[config.mk]
export PLATFORM = sky130hd
export DESIGN_NAME = acc_exec
export DESIGN_NICKNAME = d
export VERILOG_FILES = /design/src/rtl/acc_pkg.sv /design/src/rtl/acc_exec.sv
export SDC_FILE = /design/constraint.sdc
export NUM_CORES = 1
export LEC_CHECK = 0
export ABC_CLOCK_PERIOD_IN_PS = 1100
export CAP_MARGIN = 20
export CELL_PAD_IN_SITES_DETAIL_PLACEMENT = 0
export CELL_PAD_IN_SITES_GLOBAL_PLACEMENT = 1
export CORE_ASPECT_RATIO = 1.4
export CORE_MARGIN = 3
export CORE_UTILIZATION = 25
export CTS_BUF_LIST = sky130_fd_sc_hd__clkbuf_16
export DETAILED_ROUTE_END_ITERATION = 10
export GPL_TIMING_DRIVEN = 0
export PLACE_DENSITY_LB_ADDON = 0.1
export SYNTH_ARGS = -nofsm -noshare
export SYNTH_HDL_FRONTEND = slang
export SYNTH_SLANG_ARGS = --single-unit
[constraint.sdc]
create_clock -name clk_i -period 1.1 [get_ports clk_i]
set_input_delay 0.22 -clock clk_i [delete_from_list [all_inputs] [get_ports clk_i]]
set_output_delay 0.22 -clock clk_i [all_outputs]
set_load 0.02 [all_outputs]
[src/rtl/acc_pkg.sv]
// acc_pkg: shared ALU opcodes, datapath width defaults and execute FSM states
package acc_pkg;
    localparam int DEF_DATA_W = 8;
    localparam int DEF_OP_W   = 3;
    localparam logic [DEF_OP_W-1:0] ALU_ADD = 3'b000;
    localparam logic [DEF_OP_W-1:0] ALU_SUB = 3'b001;
    typedef enum logic [1:0] {IDLE, EXEC, DONE} state_t;
endpackage

[src/rtl/acc_exec.sv]
// acc_exec: accumulator execute sequencer driving an external combinational alu
// Optional compare request (flags only, accumulator kept) under ACC_EXEC_CMP_EN.
module acc_exec
    import acc_pkg::*;
#(
    parameter int DATA_W = DEF_DATA_W,
    parameter int OP_W   = DEF_OP_W
) (
    input  logic              clk_i,
    input  logic              rst_i,
    input  logic              req_valid_i,
    output logic              req_ready_o,
    input  logic [OP_W-1:0]   req_op_i,
    input  logic [DATA_W-1:0] req_operand_i,
    input  logic              req_load_i,
`ifdef ACC_EXEC_CMP_EN
    input  logic              req_cmp_i,
`endif
    output logic [DATA_W-1:0] alu_x_o,
    output logic [DATA_W-1:0] alu_y_o,
    output logic [OP_W-1:0]   alu_op_o,
    input  logic [DATA_W-1:0] alu_r_i,
    input  logic              alu_fz_i,
    input  logic              alu_fc_i,
    output logic [DATA_W-1:0] acc_o,
    output logic              fz_o,
    output logic              fc_o,
    output logic              done_o
);
    state_t state, nxt;
    logic   ld_q, cmp_q, cmp_in, accept;
`ifdef ACC_EXEC_CMP_EN
    assign cmp_in = req_cmp_i;
`else
    assign cmp_in = 1'b0;
`endif
    assign accept      = req_valid_i && req_ready_o;
    assign req_ready_o = state == IDLE;
    assign done_o      = state == DONE;
    assign alu_y_o     = acc_o;
    always_comb begin
        nxt = state;
        nxt = state == IDLE ? (req_valid_i ? EXEC : IDLE) : state == EXEC ? DONE : IDLE;
    end
    always_ff @(posedge clk_i) begin
        if (rst_i) begin
            state    <= IDLE;
            alu_x_o  <= '0;
            alu_op_o <= '0;
            ld_q     <= 1'b0;
            cmp_q    <= 1'b0;
            acc_o    <= '0;
            fz_o     <= 1'b0;
            fc_o     <= 1'b0;
        end else begin
            state <= nxt;
            if (accept) begin
                alu_x_o  <= req_operand_i;
                alu_op_o <= req_op_i;
                ld_q     <= req_load_i;
                cmp_q    <= cmp_in;
            end
            // load wins over compare; compare updates flags only
            if (state == EXEC) begin
                if (ld_q) begin
                    acc_o <= alu_x_o;
                    fz_o  <= alu_x_o == '0;
                end else begin
                    if (!cmp_q) acc_o <= alu_r_i;
                    fz_o <= alu_fz_i;
                    fc_o <= alu_fc_i;
                end
            end
        end
    end
endmodule

* After elaboration in Yosys (flattened, before gate mapping)
Index checks and enable logic that the tools add are counted.
** Storage, ports and cells
- Register bits :: 24
- Output and inout port bits :: 31
** Operators by class
- Mux-type cells :: 5
- Bitwise operators :: 1
- Eq/ne operators :: 2
- Reductions and logical operators :: 4
** Operators by type and width (number)
- $logic_not 8->1 :: 1
- $mux 8 :: 1
- $mux 2 :: 2
- $eq 2x1->1 const B :: 1
- $eq 2x2->1 const B :: 1
- $logic_not 2->1 :: 1
- $mux 1 :: 2
- $reduce_and 2->1 :: 1
- $logic_and 1x1->1 :: 1
- $not 1->1 :: 1

* Depth between registers and ports, before layout
- Depth after elaboration :: 3
- Gate-level depth with buffers :: 5
- Depth with buffers taken out :: 3

* Worst setup path after synthesis
No wires, ideal clock.
- Kind :: register to register
- From :: reg state[1]
- To :: reg alu_op_o[2]
- Arrival time :: 1.051 ns
- Slack :: -0.078 ns
- Stages on the path, launching flop included :: 5
- Data required time :: 0.972 ns
- Library setup time :: 0.128 ns
- Cells stage by stage :: dfxtp_1 nor3b_4 buf_8 mux2i_1 nor2_1
** On the way
- Longest elaborated chain between the ends :: 2
** RTL lines
- from (decl) :: RTL line acc_exec.sv:30 : state_t state, nxt;
- from (signal assigned) :: RTL line acc_exec.sv:56 : state <= nxt;
- $logic_not 2->1 :: RTL line acc_exec.sv:38 : assign req_ready_o = state == IDLE;
- $logic_and 1x1->1 :: RTL line acc_exec.sv:37 : assign accept = req_valid_i && req_ready_o;
- to (signal assigned) :: RTL line acc_exec.sv:59 : alu_op_o <= req_op_i;
- to (decl) :: RTL line acc_exec.sv:21 : output logic [OP_W-1:0] alu_op_o,
No other way between the ends.
A chain may end at the register's enable or synchronous reset.

* Worst setup path after layout
- From :: reg state[0]
- To :: out done_o
** On the way
- Longest elaborated chain between the ends :: 1
** RTL lines
- $eq 2x2->1 :: RTL line acc_exec.sv:39 : assign done_o = state == DONE;
- to (decl) :: RTL line acc_exec.sv:28 : output logic done_o
No other way between the ends.

==> reports/metrics.yaml <==
p_leak_nw: 0.773
fin_cells: 209
htree_num_levels: 1
avgSynthCellArea_um2: 10.5
core_um2: 4020
synth_edf_count: 0
vias: 947
violations: "setup timing"
wirelength_um: 2830
hold_buffers: 0
slew_viol_final: 0
cp.required_ns: 0.88
synth_area_um2: 1070
yosys_most_used_dff: "dfxtp_1"
yosysTopAreaCell: "dfxtp_1"
cts_sinks: 24
drt_iter0_drc: 1
ios: 56
yosysWarnings: 0
r2r_cells: 5
tns_ns: -0.986
worstHoldStart: "alu_op_o[1]$_SDFFE_PP0P_"
ys_types: 21
clockBufferDepth: 2
finalCriticalPeriod_ns: 1.20
start_util: 0.265
clk_pin_slew_ns: 0.06
fin_crit_sh: 1.09
cp-start-kind: "flop"
n_antenna_cell: 0
drt.antenna.violating_nets: 0
layout-drive-gt1-share: 0.470
ir_drop_mv: 0.703
r2r-end: "alu_x_o[1]$_SDFFE_PP0P_"
hold_path_end: "alu_op_o[1]$_SDFFE_PP0P_"
ys_ff_latch: 24
hold_viol_final: 0
routabilityCongestion: 0.720
rrSetupSlack_ns: -0.09
hold_path.class: "flop to flop"
yosysSeqAreaShare: 0.450
timing.rr.start: "state[0]$_SDFF_PP0_"
grt_pass1_vias: 964
grt_overflow: 0
grt_pass1_wl_um: 4620
dp_cells: 200
die_area_um2: 5100
synth_area_leaders: "dfxtp_1 (45%), mux2i_1 (21%), nor2_1 (7.7%)"
finalPower_mw: 2.35
cap_violations: 0
outcome: "finished with violations"
setup_violations: 16
tritoncts: "built"
relSlewSlack: 0.829
async_flop_share: 0
syn2layout_area_growth_pct: 65.2
worstPathArrival_ns: 0.98
setup_ws_ns: -0.101
grt_max_degree: 14
crit_path_end_kind: "output pin"
yosys.cell_count.top_type: "dfxtp_1"
syn_nets: 127
rsz0062_at_grt: "true"
rows: 27
critPathKind: "flop to output pin"
cts-root-buf: "clkbuf_16"
ys_top_cells_by_count: "dfxtp_1 (24), mux2i_1 (22), nor2_1 (22)"
fin_nets: 192
postSynthCellCount: 102
finalClockSkew_ns: 0.00411
p_per_area_nw_per_um2: 1330
place_ws_ns: -0.508
worstHoldPathCells: 2
viasPerCell: 4.53
wl_per_cell_um: 13.5
post-dp-hpwl_um: 2190
cts_inserted_buffers: 3
yosysTopAreaCellShare: 0.450
insertion_delay_ns: 0.26
tightest_slew_ns: 0.257
portBuffers: 55
drc_errors: 0
drt_pass1_iterations: 2
die_w_um: 61.2
die_y_um: 83.3
antenna_found_initial: 0
critPathMaxFanout: 6
maxClockFrequency_ghz: 0.833
grt_usage: 0.118
-- where the power goes --
group	internal (mW)	switching [mW]	total, mW
registers	0.932	0.0541	0.986
clock network	0.485	0.299	0.785
logic	0.316	0.265	0.581
total	1.73	0.618	2.35
-- cell type report --
type | count | area, um2
clock inverters | 1 | 3.75
repair buffers | 60 | 505
multi-input cells | 64 | 495
flip-flops and latches | 24 | 502
clock buffers | 3 | 75.1
plain buffers | 14 | 128
fillers | 415 | 2260
well taps | 43 | 53.8
-- layer usage --
metal / GRT usage / up-vias / wire length (um)
met3: 0.0327 / 5 / 226
met1: 0.136 / 434 / 1110
met2: 0.198 / 34 / 1450
li1: - / 474 / -
met4: 0.0414 / 0 / 40
met5: 0 / - / 0
-- registers in the layout, summed over array words and instances (netlist names) --
name	count
acc_o	8
alu_x_o	8
alu_op_o	3
state	2
fc_o	1
fz_o	1
ld_q	1
-- through the flow --
| stage | hold WS (ns) | util | area, um2 |
|---|---|---|---|
| final | 0.489 | 0.439 | 1760 |
| after global routing | 0.526 | 0.439 | 1760 |
| after CTS | 0.499 | 0.442 | 1780 |
| after detailed placement | 0.482 | 0.416 | 1670 |
| after global placement | 0.478 | 0.416 | 1670 |
| after floorplan | 0.284 | - | 1070 |
-- repair_timing --
action | 4_1_cts | 5_1_grt
cloned | 1 | 0
buffers inserted | 3 | 1
setup endpoints to repair | 54 | 39
pin swaps | 1 | 8
gates resized for setup | 131 | 23
-- cell families (layout without fill, tap and decap cells) --
logic type             Yosys count  in the layout  synth area share
multiplexers                    22             22             0.206
buffers and inverters           14             78             0.111
AO/OA/AOI/OAI                    9              9            0.0703
flip-flops                      24             24             0.450
AND/OR/NAND/NOR                 33             33             0.162
-- how the worst max path moves through the flow --
stage / cells after the start / slack, ns / end / startpoint
3_3_place_gp: 5 / -0.48 / alu_x_o[7]$_SDFFE_PP0P_ / req_valid_i
3_5_place_dp: 5 / -0.51 / alu_x_o[1]$_SDFFE_PP0P_ / req_valid_i
6_report: 2 / -0.10 / done_o / state[0]$_SDFF_PP0_
2_1_floorplan: 4 / -0.07 / alu_op_o[2]$_SDFFE_PP0P_ / state[1]$_SDFF_PP0_
5_1_grt: 5 / -0.16 / alu_op_o[2]$_SDFFE_PP0P_ / state[1]$_SDFF_PP0_
4_1_cts: 2 / -0.11 / done_o / state[0]$_SDFF_PP0_
-- critical path, stage by stage, from the launching register on --
cell	delay [ns]
dfxtp_4	0.38
and2b_2	0.22
buf_6	0.13
-- cells in the final DEF, fill, tap and decap left out, types with 2 or more instances in the layout --
master	instances
mux2i_1	21
dfxtp_2	11
clkdlybuf4s50_1	23
a211oi_2	4
dfxtp_1	11
nor2_1	21
clkbuf_16	3
nor2b_1	2
dfxtp_4	2
nor2_2	2
buf_2	26
buf_6	6
buf_12	2
clkdlybuf4s15_2	3
a211oi_1	4
buf_4	10
No activity file was read; power rests on OpenSTA's default activity.
